[config.mk]
export PLATFORM = sky130hd
export DESIGN_NAME = nn_sld_feeder
export DESIGN_NICKNAME = d
export VERILOG_FILES = /design/src/rtl/nn_pkg.sv /design/src/rtl/nn_sld_rd_pipe.sv /design/src/rtl/nn_sld_feeder.sv
export SDC_FILE = /design/constraint.sdc
export NUM_CORES = 1
export LEC_CHECK = 0
export CORE_MARGIN = 5
export CORE_UTILIZATION = 30
export CTS_CLUSTER_DIAMETER = 200
export CTS_CLUSTER_SIZE = 10
export DETAILED_ROUTE_END_ITERATION = 12
export SKIP_LAST_GASP = 1
export SYNTH_ARGS = -nofsm -noshare
export SYNTH_HDL_FRONTEND = slang
export SYNTH_SLANG_ARGS = --single-unit
[constraint.sdc]
create_clock -name i_clk -period 2.6 [get_ports i_clk]
set_input_delay 0.39 -clock i_clk [delete_from_list [all_inputs] [get_ports i_clk]]
set_output_delay 0.39 -clock i_clk [all_outputs]
set_load 0.05 [all_outputs]
[src/rtl/nn_pkg.sv]
// Shared definitions for the sliding-window feeder: FSM states, mode codes and fill depths.
package nn_pkg;

  typedef enum logic [2:0] {
    ST_IDLE,
    ST_FILL,
    ST_WAIT,
    ST_STEP,
    ST_DONE
  } state_t;

  localparam logic [1:0] MODE_3COL = 2'b00;
  localparam logic [2:0] FILL_3    = 3'd3;
  localparam logic [2:0] FILL_6    = 3'd6;

  // Columns needed before the first window is complete.
  function automatic logic [2:0] fill_len(input logic [1:0] mode);
    return (mode == MODE_3COL) ? FILL_3 : FILL_6;
  endfunction

endpackage

[src/rtl/nn_sld_rd_pipe.sv]
// Two-stage read pipe: tracks outstanding SRAM reads and captures the returned
// column word so it reaches the register file two cycles after issue.
module nn_sld_rd_pipe #(
  parameter int WIDTH = 48
) (
  input  logic             i_clk,
  input  logic             i_rst,
  input  logic             i_rd_en,
  input  logic [WIDTH-1:0] i_rd_data,
  output logic [WIDTH-1:0] o_data,
  output logic             o_shift,
  output logic             o_busy
);

  logic stage1;
  logic stage2;

  // SRAM data is valid while stage1 is set; it is held until the next read returns.
  always_ff @(posedge i_clk or negedge i_rst) begin
    if (!i_rst) begin
      stage1 <= 1'b0;
      stage2 <= 1'b0;
      o_data <= '0;
    end else begin
      stage1 <= i_rd_en;
      stage2 <= stage1;
      if (stage1) o_data <= i_rd_data;
    end
  end

  assign o_shift = stage2;
  assign o_busy  = stage1 | stage2;

endmodule

[src/rtl/nn_sld_feeder.sv]
// Walks one image band column by column, fills the sliding window, then slides it by
// the stride for each further window, holding each full window until the PE accepts it.
module nn_sld_feeder
  import nn_pkg::*;
#(
  parameter int DATA_WIDTH = 8,
  parameter int ROW_NUM    = 6,
  parameter int ADDR_WIDTH = 10,
  parameter int COL_WIDTH  = 8
) (
  input  logic                          i_clk,
  input  logic                          i_rst,
  input  logic                          i_start,
  input  logic [1:0]                    i_mode,
  input  logic                          i_3x3,
  input  logic [ADDR_WIDTH-1:0]         i_base_addr,
  input  logic [COL_WIDTH-1:0]          i_img_w,
  input  logic [1:0]                    i_stride,
  output logic                          o_rd_en,
  output logic [ADDR_WIDTH-1:0]         o_rd_addr,
  input  logic [DATA_WIDTH*ROW_NUM-1:0] i_rd_data,
  output logic [DATA_WIDTH*ROW_NUM-1:0] o_data,
  output logic                          o_shift,
  output logic [1:0]                    o_mode,
  output logic                          o_3x3,
  output logic                          o_win_valid,
  input  logic                          i_pe_ready,
  output logic                          o_busy,
  output logic                          o_done
);

  localparam int WORD_W = DATA_WIDTH * ROW_NUM;

  state_t                state;
  state_t                state_next;
  logic [ADDR_WIDTH-1:0] base_q;
  logic [COL_WIDTH-1:0]  img_w_q;
  logic [1:0]            stride_q;
  logic [COL_WIDTH-1:0]  col;
  logic [2:0]            issued;
  logic [2:0]            shifted;
  logic [2:0]            fill_n;
  logic [2:0]            target;
  logic [COL_WIDTH:0]    col_step;
  logic                  start_ok;
  logic                  too_narrow;
  logic                  can_read;
  logic                  phase_done;
  logic                  pipe_busy;

  assign start_ok   = (state == ST_IDLE) && i_start;
  assign fill_n     = fill_len(o_mode);
  assign target     = (state == ST_FILL) ? fill_n : {1'b0, stride_q};
  assign col_step   = {1'b0, col} + (COL_WIDTH+1)'(stride_q);
  assign too_narrow = img_w_q < COL_WIDTH'(fill_n);
  assign can_read   = (issued < target) && (col < img_w_q);
  assign phase_done = (issued == target) && (shifted == issued) && !pipe_busy;
  assign o_rd_addr  = base_q + ADDR_WIDTH'(col);

  // Band configuration is captured only when a start is accepted from IDLE.
  always_ff @(posedge i_clk or negedge i_rst) begin
    if (!i_rst) begin
      o_mode   <= 2'b00;
      o_3x3    <= 1'b0;
      base_q   <= '0;
      img_w_q  <= '0;
      stride_q <= 2'd0;
    end else if (start_ok) begin
      o_mode   <= i_mode;
      o_3x3    <= i_3x3;
      base_q   <= i_base_addr;
      img_w_q  <= i_img_w;
      stride_q <= (i_stride == 2'd0) ? 2'd1 : i_stride;
    end
  end

  always_ff @(posedge i_clk or negedge i_rst) begin
    if (!i_rst) state <= ST_IDLE;
    else        state <= state_next;
  end

  always_comb begin
    state_next  = state;
    o_rd_en     = 1'b0;
    o_busy      = 1'b0;
    o_win_valid = 1'b0;
    o_done      = 1'b0;
    case (state)
      ST_IDLE: begin
        if (i_start) state_next = ST_FILL;
      end
      ST_FILL: begin
        o_busy = 1'b1;
        if (too_narrow) begin
          state_next = ST_DONE;
        end else begin
          o_rd_en = can_read;
          if (phase_done) state_next = ST_WAIT;
        end
      end
      ST_WAIT: begin
        o_busy      = 1'b1;
        o_win_valid = 1'b1;
        if (i_pe_ready)
          state_next = (col_step <= {1'b0, img_w_q}) ? ST_STEP : ST_DONE;
      end
      ST_STEP: begin
        o_busy  = 1'b1;
        o_rd_en = can_read;
        if (phase_done) state_next = ST_WAIT;
      end
      ST_DONE: begin
        o_done     = 1'b1;
        state_next = ST_IDLE;
      end
      default: state_next = ST_IDLE;
    endcase
  end

  // issued/shifted count per phase (fill or one slide); col only advances on a read,
  // and a read needs col < width, so col saturates at the band width.
  always_ff @(posedge i_clk or negedge i_rst) begin
    if (!i_rst) begin
      col     <= '0;
      issued  <= 3'd0;
      shifted <= 3'd0;
    end else if (start_ok) begin
      col     <= '0;
      issued  <= 3'd0;
      shifted <= 3'd0;
    end else if (state == ST_WAIT && i_pe_ready) begin
      issued  <= 3'd0;
      shifted <= 3'd0;
    end else begin
      if (o_rd_en) begin
        issued <= issued + 3'd1;
        col    <= col + 1'b1;
      end
      if (o_shift) shifted <= shifted + 3'd1;
    end
  end

  nn_sld_rd_pipe #(
    .WIDTH(WORD_W)
  ) u_rd_pipe (
    .i_clk    (i_clk),
    .i_rst    (i_rst),
    .i_rd_en  (o_rd_en),
    .i_rd_data(i_rd_data),
    .o_data   (o_data),
    .o_shift  (o_shift),
    .o_busy   (pipe_busy)
  );

endmodule

==> impl_metrics.toml <==
[floorplanning]
die_h_um = 134
core_um2 = 15200
die_area_um2 = 18000
rows = 45
fp.dieW_um = 134
io_pins = 141
start_util_pct = 30.5

[global_route]
grt_antenna_before_repair = 0
grt_util_met3_pct = 6.45
grt_pass1_vias = 3982
grt_pass1_wl_um = 20500
grt_start_max_net_pins = 51
busiest_layer = "met2"
use_met2_pct = 23.2
grt_usage_pct = 14.3
grt-ovfl-total = 0
use_met1_pct = 17.5

[run_status]
status = "complete, but fails checks"
violations = "setup timing"

[logic_synthesis]
synthCells = 427
synth-seq-cells = 90
ys_top_cells_by_area = "dfrtp_1 49%, mux2_2 12%, ha_1 8.6%"
ys.warnings.count = 0
async_flop_share_pct = 100
synth.largest_area_cell = "dfrtp_1"
synth_nets = 536
ys.flop_type = "dfrtp_1"
netlist_area_um2 = 4630
synth_top_cell_area_share_pct = 48.6
yosysSeqAreaShare_pct = 48.6
syn_area_per_cell_um2 = 10.9
synth.distinct_cells = 46
synth-edff-count = 0

[final_layout]
syn_to_final_growth_pct = 50.6
stdcell_count = 788
drive_gt1_share_pct = 25.3
diodes = 0
final_nets = 704
postLayoutCellArea_um2 = 6980

[pwr]
p_leak_nw = 3.17
power.density_nw_per_um2 = 1510
power_mw = 10.5
peakVddDrop_v = 0.000771

[placed_design]
dp_hpwl_um = 9470
dp_cells = 765
place.gp.congestion = 0.826
place_area_um2 = 6480
portBuffers = 140

[clock_network]
h-tree-depth = 3
clk_path_buf_depth = 2
cts-buffers-inserted = 9
clk_pin_slew_ns = 0.07
clock-sinks = 90
postCtsHoldBufs = 0
root_buffer = "clkbuf_16"
cts_tree = "yes"
clkLatencyLatePin_ns = 0.35

[route]
wl_per_cell_um = 15.9
routed_wirelength_um = 12500
ant_nets = 0
drt-pass1-iter-count = 4
drc_errors = 0
vias_per_cell = 4.77
via_count = 3758
drt_iter0_markers = 174

[setup_path]
worst_setup_path_start_kind = "flop"
end_kind = "flop"
cp.required_ns = 2.87
crit_arrival_ns = 3.00
worstSetupPathType = "reg2reg"
crit_path_max_fanout = 3

[sta]
timing.final.ws_setup_ns = -0.130
fmax_mhz = 366
whs_ns = 0.0732
hold_viol_final = 0
drv_slew = 0
final.min_clock_period_ns = 2.73
setup_viol_count_final = 5
finalCritPeriodShare_pct = 105
fin_skew_ns = 0.00704
worst_pin_slew_ns = 0.675
rsz0062_at_grt = "true"
slew_headroom_pct = 55.0

[min_path]
hp-class = "in2async"

[run]
maxCapViolations = 0
-- cell usage after synthesis (2+ instances only) --
cell type and count:
ha_1 32, xnor2_1 14, xor2_1 5, nand3_1 9, inv_1 20, mux2_2 49, o211ai_1 2, buf_2 5
nor4_1 2, fa_1 2, nor3_1 5, or2_2 2, nor2b_1 6, and2_1 2, a21o_1 2, clkbuf_1 2
nand2_1 73, a211oi_1 2, o21ai_0 16, a21oi_1 14, mux2i_1 9, nand4_1 4, a211o_1 3, nor2_1 16
a41o_1 2, dfrtp_1 90, a31oi_1 4, and3_1 6, nand2b_1 7, buf_1 6
-- stage by stage --
step / setup TNS (ns) / worst slack, ns / utilization [%]
2_1_floorplan: -0.174 / -0.0940 / -
3_3_place_gp: -0.0897 / -0.0500 / 42.7
3_5_place_dp: -0.260 / -0.142 / 42.7
4_1_cts: -0.461 / -0.120 / 45.4
5_1_grt: -1.35 / -0.255 / 45.9
6_report: -0.437 / -0.130 / 45.9
-- sequential cells by signal (all words and copies together), names as in the netlist --
| signal | flops |
|---|---|
| stride_q | 2 |
| o_3x3 | 1 |
| state | 3 |
| base_q | 10 |
| u_rd_pipe.o_shift | 1 |
| img_w_q | 8 |
| u_rd_pipe.stage1 | 1 |
| shifted | 3 |
| u_rd_pipe.o_data | 48 |
| col | 8 |
| issued | 3 |
| o_mode | 2 |
-- where the power goes --
group / switching (mW) / internal (mW) / total [mW] / leakage (nW)
logic: 3.91 / 2.79 / 6.70 / 1.95
clock network: 0.578 / 0.682 / 1.26 / 0.132
registers: 0.496 / 2.06 / 2.56 / 1.09
total: 4.99 / 5.53 / 10.5 / 3.17
-- routing by layer --
layer | share of wire [%] | vias to the layer above
met1 | 43 | 1818
li1 | - | 1813
met3 | 7.9 | 17
met2 | 48 | 110
met4 | 1.5 | 0
met5 | 0 | -
-- cell families after synthesis --
| logic type | share of synthesized area, % |
|---|---|
| buf+inv | 2.97 |
| mux | 14.1 |
| compound gates | 6.97 |
| xor+xnor | 3.59 |
| simple gates | 14.3 |
| fa+ha+maj | 9.51 |
| flops | 48.6 |
-- critical path: stages (launching register included) --
cell and delay (ns):
dfrtp_1 0.36, ha_2 0.19, inv_2 0.04, fa_2 0.36
nor2b_4 0.15, nand2_1 0.08, xnor2_1 0.13, ha_1 0.31
and3_4 0.19, nand4_1 0.09, a32o_2 0.24, or3b_4 0.39
o211ai_2 0.13
-- cell usage in the layout (no fill, tap or decap), drive strengths merged, types with 2 or more instances in the layout --
cell           count
a211o              3
mux2              50
inv               22
and3               8
a211oi             2
nor3               5
clkinvlp           3
clkdlybuf4s50    128
nor2              16
nand3              9
nand4              4
a41o               2
o21ai             16
ha                32
nor4               2
xor2               5
nor2b              6
mux2i              9
a21o               2
o211ai             3
buf               42
or2                2
a31oi              4
dfrtp             90
nand2b             7
clkbuf            10
nand2             74
and2               3
fa                 2
xnor2             14
a21oi             14
-- cell type report --
class	count	area [µm²]
fillers	1434	8220
multi-input cells	303	2410
flip-flops and latches	90	2250
repair buffers	171	1720
clock buffers	10	239
well taps	188	235
inverters	20	75.1
clock inverters	6	48.8
-- worst paths after layout --
kind	startpoint	end	slack [ns]	cells past startpoint
worst max-delay path	col[0]	state[1]	-0.13	12
worst min-delay path	i_rst	base_q[4]	0.07	1
worst max register to register	col[0]	state[1]	-0.13	12
worst min register to register	o_3x3	o_3x3	0.49	2
max in group asynchronous	i_rst	u_rd_pipe.o_data[0]	1.84	2
min in group i_clk	o_3x3	o_3x3	0.49	2
-- repair_timing --
| action | 4_1_cts | 5_1_grt |
|---|---|---|
| buffers inserted | 5 | 2 |
| pin swaps | 12 | 11 |
| resized for setup | 23 | 14 |
| setup endpoints to repair | 9 | 10 |
(Power assumes the default switching activity.)
